[src/rtl/mem_block_mover_if.sv]
// Memory-unit bus between the block mover (master) and memory_unit (slave).
// The master drives write enable, address and write data; the memory returns read data.
interface mem_block_mover_if #(
    parameter int ADDR_WIDTH = 8,
    parameter int DATA_WIDTH = 16
);
    logic                  we;
    logic [ADDR_WIDTH-1:0] address;
    logic [DATA_WIDTH-1:0] write_data;
    logic [DATA_WIDTH-1:0] read_data;

    modport master (output we, output address, output write_data, input read_data);
    modport slave  (input we, input address, input write_data, output read_data);
endinterface

[src/rtl/mem_block_mover.sv]
// Block COPY / FILL engine that masters the memory_unit bus.
// A one-cycle start in IDLE launches a command; busy/done/words_done report progress.
module mem_block_mover #(
    parameter int ADDR_WIDTH = 8,
    parameter int DATA_WIDTH = 16,
    parameter int LEN_WIDTH  = ADDR_WIDTH + 1
) (
    input  logic                  clk,
    input  logic                  rst,
    input  logic                  start,
    input  logic                  mode,
    input  logic [ADDR_WIDTH-1:0] src_addr,
    input  logic [ADDR_WIDTH-1:0] dst_addr,
    input  logic [LEN_WIDTH-1:0]  length,
    input  logic [DATA_WIDTH-1:0] fill_value,
    output logic                  busy,
    output logic                  done,
    output logic [LEN_WIDTH-1:0]  words_done,
    mem_block_mover_if.master     mem
);

    typedef enum logic [2:0] {
        IDLE,
        RD_ADDR,
        RD_CAPT,
        WR,
        DONE
    } state_t;

    typedef struct packed {
        logic                  fill;
        logic [DATA_WIDTH-1:0] value;
    } cmd_t;

    state_t                state, state_nxt;
    cmd_t                  cmd;
    logic [ADDR_WIDTH-1:0] cur_src, cur_dst;
    logic [LEN_WIDTH-1:0]  remaining;
    logic [DATA_WIDTH-1:0] buf_q;
    logic [DATA_WIDTH-1:0] wdata_last;
    logic [DATA_WIDTH-1:0] wdata_sel;
    logic                  accept;
    logic                  last_word;

    assign accept    = (state == IDLE) && start;
    assign last_word = (remaining == LEN_WIDTH'(1));
    assign wdata_sel = cmd.fill ? cmd.value : buf_q;

    always_ff @(posedge clk) begin
        if (rst) begin
            state      <= IDLE;
            cmd        <= '0;
            cur_src    <= '0;
            cur_dst    <= '0;
            remaining  <= '0;
            buf_q      <= '0;
            wdata_last <= '0;
            words_done <= '0;
        end else begin
            state <= state_nxt;
            if (accept) begin
                cmd.fill   <= mode;
                cmd.value  <= fill_value;
                cur_src    <= src_addr;
                cur_dst    <= dst_addr;
                remaining  <= length;
                words_done <= '0;
            end
            // Capturing at the end of the second read cycle covers both comb and registered memories.
            if (state == RD_CAPT)
                buf_q <= mem.read_data;
            if (state == WR) begin
                cur_src    <= cur_src + 1'b1;
                cur_dst    <= cur_dst + 1'b1;
                remaining  <= remaining - 1'b1;
                words_done <= words_done + 1'b1;
                wdata_last <= wdata_sel;
            end
        end
    end

    // Next state plus Moore outputs; the bus never sees a combinational path from inputs.
    always_comb begin
        state_nxt      = state;
        busy           = 1'b0;
        done           = 1'b0;
        mem.we         = 1'b0;
        mem.address    = '0;
        mem.write_data = wdata_last;
        case (state)
            IDLE: begin
                if (start) begin
                    if (length == '0)
                        state_nxt = DONE;
                    else if (mode)
                        state_nxt = WR;
                    else
                        state_nxt = RD_ADDR;
                end
            end
            RD_ADDR: begin
                busy        = 1'b1;
                mem.address = cur_src;
                state_nxt   = RD_CAPT;
            end
            RD_CAPT: begin
                busy        = 1'b1;
                mem.address = cur_src;
                state_nxt   = WR;
            end
            WR: begin
                busy           = 1'b1;
                mem.we         = 1'b1;
                mem.address    = cur_dst;
                mem.write_data = wdata_sel;
                if (last_word)
                    state_nxt = DONE;
                else if (cmd.fill)
                    state_nxt = WR;
                else
                    state_nxt = RD_ADDR;
            end
            DONE: begin
                done      = 1'b1;
                state_nxt = IDLE;
            end
            default: state_nxt = IDLE;
        endcase
    end

endmodule

[src/flat_wrapper.sv]
// flat-port wrapper written by rule: the top's interface ports become plain ports
module mem_block_mover_flat 
#(
    parameter int ADDR_WIDTH = 8,
    parameter int DATA_WIDTH = 16,
    parameter int LEN_WIDTH  = ADDR_WIDTH + 1
)
  (clk, rst, start, mode, src_addr, dst_addr, length, fill_value, busy, done, words_done, mem_we, mem_address, mem_write_data, mem_read_data);
  mem_block_mover_if #(.ADDR_WIDTH(ADDR_WIDTH), .DATA_WIDTH(DATA_WIDTH)) mem_i ();
  input  logic clk;
  input  logic rst;
  input  logic start;
  input  logic mode;
  input  logic [ADDR_WIDTH-1:0] src_addr;
  input  logic [ADDR_WIDTH-1:0] dst_addr;
  input  logic [LEN_WIDTH-1:0] length;
  input  logic [DATA_WIDTH-1:0] fill_value;
  output logic busy;
  output logic done;
  output logic [LEN_WIDTH-1:0] words_done;
  output wire logic [$bits(mem_i.we)-1:0] mem_we;
  output wire logic [$bits(mem_i.address)-1:0] mem_address;
  output wire logic [$bits(mem_i.write_data)-1:0] mem_write_data;
  input wire logic [$bits(mem_i.read_data)-1:0] mem_read_data;
  assign mem_we = mem_i.we;
  assign mem_address = mem_i.address;
  assign mem_write_data = mem_i.write_data;
  assign mem_i.read_data = mem_read_data;
  mem_block_mover #(.ADDR_WIDTH(ADDR_WIDTH), .DATA_WIDTH(DATA_WIDTH), .LEN_WIDTH(LEN_WIDTH)) u_core (.clk(clk), .rst(rst), .start(start), .mode(mode), .src_addr(src_addr), .dst_addr(dst_addr), .length(length), .fill_value(fill_value), .busy(busy), .done(done), .words_done(words_done), .mem(mem_i));
endmodule
[config.mk]
export PLATFORM = sky130hd
export DESIGN_NAME = mem_block_mover_flat
export DESIGN_NICKNAME = d
export VERILOG_FILES = /design/src/rtl/mem_block_mover_if.sv /design/src/rtl/mem_block_mover.sv /design/src/flat_wrapper.sv
export SDC_FILE = /design/constraint.sdc
export NUM_CORES = 1
export LEC_CHECK = 0
export CAP_MARGIN = 20
export CORE_UTILIZATION = 45
export CTS_CLUSTER_DIAMETER = 100
export DETAILED_ROUTE_END_ITERATION = 7
export GPL_ROUTABILITY_DRIVEN = 0
export GPL_TIMING_DRIVEN = 1
export PLACE_DENSITY = 0.86
export SYNTH_ARGS = -nofsm -noshare
export SYNTH_HDL_FRONTEND = slang
export SYNTH_SLANG_ARGS = --single-unit
export TNS_END_PERCENT = 100
[constraint.sdc]
create_clock -name clk -period 1.8 [get_ports clk]
set_input_delay 0.18 -clock clk [delete_from_list [all_inputs] [get_ports clk]]
set_output_delay 0.18 -clock clk [all_outputs]
set_load 0.05 [all_outputs]
==> results of run 1 <==
-- metal layers --
layer / track usage / vias to the layer above / part of all wire
li1: - / 1920 / -
met1: 0.273 / 1883 / 0.39
met2: 0.461 / 159 / 0.54
met3: 0.0506 / 33 / 0.048
met4: 0.109 / 0 / 0.027
met5: 0 / - / 0
-- area by class of cell --
cell class / instances / share of cell area
clock buffer: 12 / 0.0252
inverter: 4 / 0.00282
timing repair buffer: 122 / 0.254
clock inverter: 3 / 0.00782
sequential: 86 / 0.300
tap: 105 / 0.0228
multi-input combinational: 366 / 0.387
-- layout by cell type, fill, tap and decap left out, drive strengths merged, types with 5 or more instances in the layout --
| cell type | count |
|---|---|
| nand2 | 96 |
| dfxtp | 86 |
| clkdlybuf4s50 | 63 |
| buf | 54 |
| a21oi | 47 |
| nor2 | 38 |
| o21ai | 25 |
| nor2b | 20 |
| mux2i | 18 |
| nand3 | 14 |
| clkbuf | 12 |
| nor3 | 9 |
| a211oi | 9 |
| and3 | 8 |
| mux2 | 8 |
| a22oi | 8 |
| nor4 | 7 |
| nand4 | 6 |
| or3 | 6 |
| a31oi | 5 |
| ha | 5 |
-- state kept, by name (all words and copies together) (netlist names) --
signal and flops:
u_core.buf_q 16, u_core.cmd 17, u_core.cur_dst 8, u_core.cur_src 8
u_core.remaining 9, u_core.state 3, u_core.wdata_last 16, u_core.words_done 9
-- worst reg2reg max path, stage by stage (launching register included) --
cell     delay [ps]
dfxtp_1         350
or4_4           540
or4_4           520
o21ai_2         140
nor2b_1         140
-- worst max path at each step --
| stage | start | slack [ps] | endpoint | cells after the start |
|---|---|---|---|---|
| 5_1_grt | u_core.state[1]$_SDFFE_PP0P_ | -80 | mem_address[7] | 6 |
| 3_5_place_dp | start | -10 | u_core.cur_dst[5]$_SDFFE_PP0P_ | 6 |
| 6_report | u_core.state[1]$_SDFFE_PP0P_ | 5 | mem_address[3] | 6 |
| 2_1_floorplan | u_core.state[1]$_SDFFE_PP0P_ | -110 | u_core.wdata_last[10]$_SDFF_PP0_ | 5 |
| 3_3_place_gp | start | 30 | u_core.cur_dst[3]$_SDFFE_PP0P_ | 6 |
| 4_1_cts | u_core.state[2]$_SDFFE_PP0P_ | -90 | mem_write_data[10] | 4 |
-- through the flow --
| stage | setup WS (ps) | util |
|---|---|---|
| finish | 4.99 | 0.687 |
| global route | -82.3 | 0.687 |
| CTS | -87.2 | 0.674 |
| detailed placement | -10.0 | 0.641 |
| global placement | 32.6 | 0.641 |
| floorplan | -106 | - |
-- synthesized netlist by cell type, drive strengths merged, types with 2 or more instances --
cell type | instances | area [sq um]
a211oi | 9 | 67.6
a21oi | 47 | 235
a22oi | 8 | 60.1
a31oi | 5 | 31.3
and2 | 2 | 12.5
and3 | 8 | 50.1
buf | 11 | 55.1
clkbuf | 25 | 93.8
dfxtp | 86 | 1720
ha | 5 | 62.6
inv | 4 | 15.0
mux2 | 8 | 90.1
mux2i | 18 | 180
nand2 | 96 | 360
nand2b | 3 | 18.8
nand3 | 14 | 70.1
nand3b | 3 | 26.3
nand4 | 6 | 37.5
nor2 | 38 | 143
nor2b | 20 | 125
nor3 | 9 | 45.0
nor4 | 7 | 43.8
o211ai | 4 | 30.0
o21ai | 25 | 129
o22ai | 3 | 18.8
o2bb2a | 2 | 20.0
o311ai | 2 | 17.5
o31ai | 2 | 15.0
or2 | 3 | 18.8
or3 | 6 | 38.8
or4 | 3 | 30.0
-- cells by family (layout without fill, tap and decap cells) --
| kind of cell | after synthesis | after routing | synth area share |
|---|---|---|---|
| fa+ha+maj | 5 | 5 | 0.0158 |
| buf+inv | 40 | 141 | 0.0414 |
| mux | 26 | 26 | 0.0683 |
| simple gates | 222 | 222 | 0.268 |
| flops | 86 | 86 | 0.435 |
| compound gates | 112 | 112 | 0.169 |
| xor+xnor | 1 | 1 | 0.00221 |
-- repair_timing --
item                                   CTS  global route
gates cloned                             2             0
buffers inserted                         1             0
resized for setup                       24            29
setup endpoints to repair               22            27
pin swaps                                6             3
endpoints found under the hold margin    0             0
-- power breakdown --
group / internal [mW] / leakage [nW] / switching [mW]
clock: 0.673 / 0.0887 / 0.648
combinational: 0.760 / 1.37 / 0.917
sequential: 2.09 / 0.702 / 0.164
total: 3.52 / 2.16 / 1.73
==> impl_results.md, run 1 <==
- Placed inst area: between 5000 and 6000 sq um
- Num rows: 33
- Max frequency: 557 MHz
- Crit-path leading delay family: buffers and inverters
- CTS root buffer: clkbuf_8
- Number of diodes: 0
- Post-DP HPWL: ~7700 microns
- Largest net degree at the start of global routing: 39
- Yosys Warn Count: 0
- RSZ-0062 raised after global routing: yes
- LEAKAGE: approximately 2.2 nW
- CTS tree: yes
- Peak VDD IR: 0.620 mV
- Post-synth EDFFs: 0
- Max cap viols: 0
- Remaining antenna violation count: 0
- Clk Latency, worst-skew pair: between 300 and 400 ps
- Final setup TNS: 0 ps
- Total core area: 8380 sq um
- Net count after synthesis: 558
- I/O Pins: 97
- First-pass GRT wire length: 17700 microns
- Minimum clock period: 1800 ps
- Post-layout nets: 655
- DR vias/cell: 5.72
- Multi-input gate area: 2230 sq um
- Worst slew pin tran: a little over 500 ps
- Die area: 9180 sq um
- R2R depth: 4
- Hold Path Class: primary input to flip-flop
- Drt initial violations: around 140
- CP max stage delay: 390 ps
- Num CTS Buffers: 9
- Outcome: complete, no violations
- Final Slew Violations: 0
- Startpoint types: flip-flop
- Hold buffer count at CTS: 0
- Finished Cell Area: between 5000 and 6000 sq um
- Maximum clock path buffer count: 2
- Final Skew: 9.23 ps
- Synth Area per Inst: 8.05 sq um
- PD cells: 911 nW/um^2
- Ys async rst share: 0
- Top_reg_cell synth: dfxtp_1
- Critical path arrival: 1620 ps
- Worst Hold Launch: rst
- Final hold violations: 0
- # placed instances: 680
- Final cell count without fillers: 698
- Reg clk slew, reported paths: approximately 80 ps
- Cell mode on critical path: buf_6
- Antenna violations before repair: 0
- Req. time, crit path: 1620 ps
- Worst hold path endpoint: u_core.remaining[6]$_SDFFE_PP0P_
- Die Width: around 96 microns
- Final setup fails: 0
- Initial Utilization: 0.472
- Tcrit/Tclk final: 0.997
- Hold Path Cell Cnt: 2
- Area growth from synthesis to layout: 45.5%
- Htree depth: 3
- Mapped Area: a little under 4000 sq um
- Seq cells post-synth: 86
- Capturing point of the worst reg2reg path: u_core.state[2]$_SDFFE_PP0P_
- Worst r2r src: u_core.remaining[5]$_SDFFE_PP0P_
- Gr ovfl total: 0
- Cell Chain, Critical Path: buf_6, nor2b_4, buf_6, a22oi_1, nor2_1, buf_12
- Fillers: 621
- CP max-delay cell: dfxtp_4
- Critical path peak fanout: 5
- Total GRT Usage: 0.249
- IO Port Bufs: 96
- Via count: 3995
- Sequential area share after synthesis: 0.435
- CP bufs+invs: 3
- Wirelength, routed: 11200 microns
- Register area: 1730 sq um
- Die Span Y: 95.8 microns
- DR pass1 iterations: 5
- R2r setup slk: approximately 40 ps
- Clock sinks: 86
- Syn Inst Count: 492
- DRC violations left: 0
- DR WL/cell: 16.1 microns
- Max transition margin: 0.664
- Worst setup path class: flip-flop to output pin
- Worst Setup End Kind: output pin
- Vias in the first global route: 3888
- Synth cell types: 51
- WHS: between 200 and 250 ps
- Ratio of cells with drive above 1 in the final layout: 0.194
- Power Total: roughly 5.3 mW
No activity file was read; power rests on OpenSTA's default activity.
==> run 2, diff against run 1 <==
- CTS_CLUSTER_SIZE: default -> 20
- MAX_ROUTING_LAYER: default -> met4
==> impl_results.md, run 2 (same netlist as run 1, synthesis figures left out) <==
- Die area: 9180 sq um (unchanged)
- Die Span Y: 95.8 microns (unchanged)
- Via count: 3987 (was 3995)
- Cell Chain, Critical Path: buf_6, mux2_2, a22oi_2, nor2_2, buf_12 (was buf_6, nor2b_4, buf_6, a22oi_1, nor2_1, buf_12)
- Tcrit/Tclk final: 0.995 (was 0.997)
- Register area: 1730 sq um (unchanged)
- Final Skew: 10.3 ps (was 9.23 ps)
- Post-layout nets: 655 (unchanged)
- LEAKAGE: 2.17 nW (was 2.16 nW)
- Minimum clock period: 1790 ps (was 1800 ps)
- I/O Pins: 97 (unchanged)
- PD cells: 912 nW/um^2 (was 911 nW/um^2)
- Crit-path leading delay family: flip-flops (was buffers and inverters)
- Max cap viols: 0 (unchanged)
- Area growth from synthesis to layout: 46.1% (was 45.5%)
- Max FFs per register: 17 (unchanged)
- Largest regs: u_core.cmd (17), u_core.buf_q (16), u_core.wdata_last (16) (unchanged)
- Gr ovfl total: 0 (unchanged)
- Total core area: 8380 sq um (unchanged)
- Final hold violations: 0 (unchanged)
- Largest net degree at the start of global routing: 39 (unchanged)
- DRC violations left: 0 (unchanged)
- Worst Hold Launch: rst (unchanged)
- Die Width: 95.8 microns (unchanged)
- Critical path depth: 5 (was 6)
- Wirelength, routed: 11200 microns (about the same)
- Total GRT Usage: 0.256 (was 0.249)
- Post-DP HPWL: 7730 microns (unchanged)
- Num CTS Buffers: 9 (unchanged)
- Critical path peak fanout: 5 (unchanged)
- Peak VDD IR: 0.628 mV (was 0.620 mV)
- IO Port Bufs: 96 (unchanged)
- R2r setup slk: 50 ps (was 40 ps)
- Req. time, crit path: 1620 ps (about the same)
- Htree depth: 3 (unchanged)
- CP max-delay cell: dfxtp_4 (unchanged)
- Initial Utilization: 0.472 (unchanged)
- Vias in the first global route: 3888 (unchanged)
- Drt initial violations: 165 (was 142)
- Crit path launch: u_core.state[1]$_SDFFE_PP0P_ (unchanged)
- Reg clk slew, reported paths: 80 ps (about the same)
- CP bufs+invs: 2 (was 3)
- Clock sinks: 86 (unchanged)
- Most common cell after layout, fill and taps aside: nand2_1 (unchanged)
- Hold Path Class: primary input to flip-flop (unchanged)
- Number of diodes: 0 (unchanged)
- Critical path arrival: 1610 ps (was 1620 ps)
- RSZ-0062 raised after global routing: yes (unchanged)
- First-pass GRT wire length: 17700 microns (unchanged)
- R2R depth: 4 (unchanged)
- Worst Setup End Kind: output pin (unchanged)
- CP max stage delay: 390 ps (about the same)
- Fillers: 614 (was 621)
- CTS tree: yes (unchanged)
- Max transition margin: 0.664 (about the same)
- Ratio of cells with drive above 1 in the final layout: 0.199 (was 0.194)
- Capturing point of the worst reg2reg path: u_core.state[1]$_SDFFE_PP0P_ (was u_core.state[2]$_SDFFE_PP0P_)
- Final setup fails: 0 (unchanged)
- Antenna violations before repair: 0 (unchanged)
- Biggest register: u_core.cmd (unchanged)
- Multi-input gate area: 2250 sq um (was 2230 sq um)
- # placed instances: 680 (unchanged)
- Startpoint types: flip-flop (unchanged)
- WHS: 239 ps (was 245 ps)
- CTS root buffer: clkbuf_8 (unchanged)
- Most frequent cells in the layout: 96 x nand2_1, 84 x dfxtp_1, 63 x clkdlybuf4s50_1, 45 x a21oi_1, 31 x nor2_1 (was 96 x nand2_1, 84 x dfxtp_1, 63 x clkdlybuf4s50_1, 45 x a21oi_1, 32 x nor2_1)
- DR pass1 iterations: 5 (unchanged)
- Clk Latency, worst-skew pair: 350 ps (about the same)
- Final cell count without fillers: 698 (unchanged)
- Worst slew pin tran: 503 ps (about the same)
- Worst setup path class: flip-flop to output pin (unchanged)
- Num rows: 33 (unchanged)
- DR WL/cell: 16.0 microns (was 16.1 microns)
- Critical Path End: mem_address[4] (was mem_address[3])
- Hold buffer count at CTS: 0 (unchanged)
- Outcome: complete, no violations (unchanged)
- Remaining antenna violation count: 0 (unchanged)
- DR vias/cell: 5.71 (was 5.72)
- Final Slew Violations: 0 (unchanged)
- Maximum clock path buffer count: 2 (unchanged)
- Worst r2r src: u_core.remaining[5]$_SDFFE_PP0P_ (unchanged)
- Max frequency: 558 MHz (was 557 MHz)
-- run 2: cell count changes in the layout (fill, tap and decap cells not counted), sizes merged --
cell    before  now
buf         54   53
clkbuf      12   13
-- run 2: stage by stage --
stage / power, mW / TNS [ps] / utilization / setup WS [ps] / instance area (sq um)
after floorplan: 3.16 / -1600 / - / -106 / 3970
after detailed placement: 3.83 / -11.9 / 0.641 / -10.0 / 5370
after global routing: 5.53 / -525 / 0.690 / -65.1 / 5780
final: 5.27 / 0 / 0.690 / 8.73 / 5780
after CTS: 5.21 / -392 / 0.674 / -87.2 / 5650
after global placement: 3.77 / 0 / 0.641 / 32.6 / 5370
-- run 2: worst min path at each step --
stage                                        to  cells past startpoint
6_report       u_core.remaining[6]$_SDFFE_PP0P_                      2
5_1_grt             u_core.cmd[16]$_SDFFE_PP0P_                      2
4_1_cts        u_core.remaining[6]$_SDFFE_PP0P_                      2
3_5_place_dp       u_core.buf_q[0]$_SDFFE_PP0P_                      2
3_3_place_gp       u_core.buf_q[1]$_SDFFE_PP0P_                      2
2_1_floorplan      u_core.buf_q[0]$_SDFFE_PP0P_                      2
-- run 2: cell type report --
type | instances | share of cell area
Inverter | 4 | 0.00281
Tap cell | 105 | 0.0227
Sequential cell | 86 | 0.299
Multi-Input combinational cell | 366 | 0.389
Timing Repair Buffer | 122 | 0.254
Clock buffer | 12 | 0.0251
Clock inverter | 3 | 0.00779
-- run 2: routing by layer --
| metal | vias to the layer above | track usage | part of all wire |
|---|---|---|---|
| li1 | 1926 | - | - |
| met1 | 1893 | 0.272 | 0.39 |
| met2 | 138 | 0.462 | 0.53 |
| met3 | 30 | 0.0506 | 0.044 |
| met4 | 0 | 0.107 | 0.027 |
| met5 | - | - | 0 |
-- run 2: repair_timing --
item / in CTS / in global routing
endpoints found under the setup margin: 22 / 27
gates resized for setup: 24 / 35
pin swaps: 6 / 9
gates cloned: 2 / 0
buffers inserted: 1 / 0
-- run 2: report_power, final --
part	switching, mW	internal (mW)	leakage (nW)
clock network	0.654	0.673	0.0887
registers	0.166	2.09	0.702
logic	0.924	0.770	1.38
total	1.74	3.53	2.17
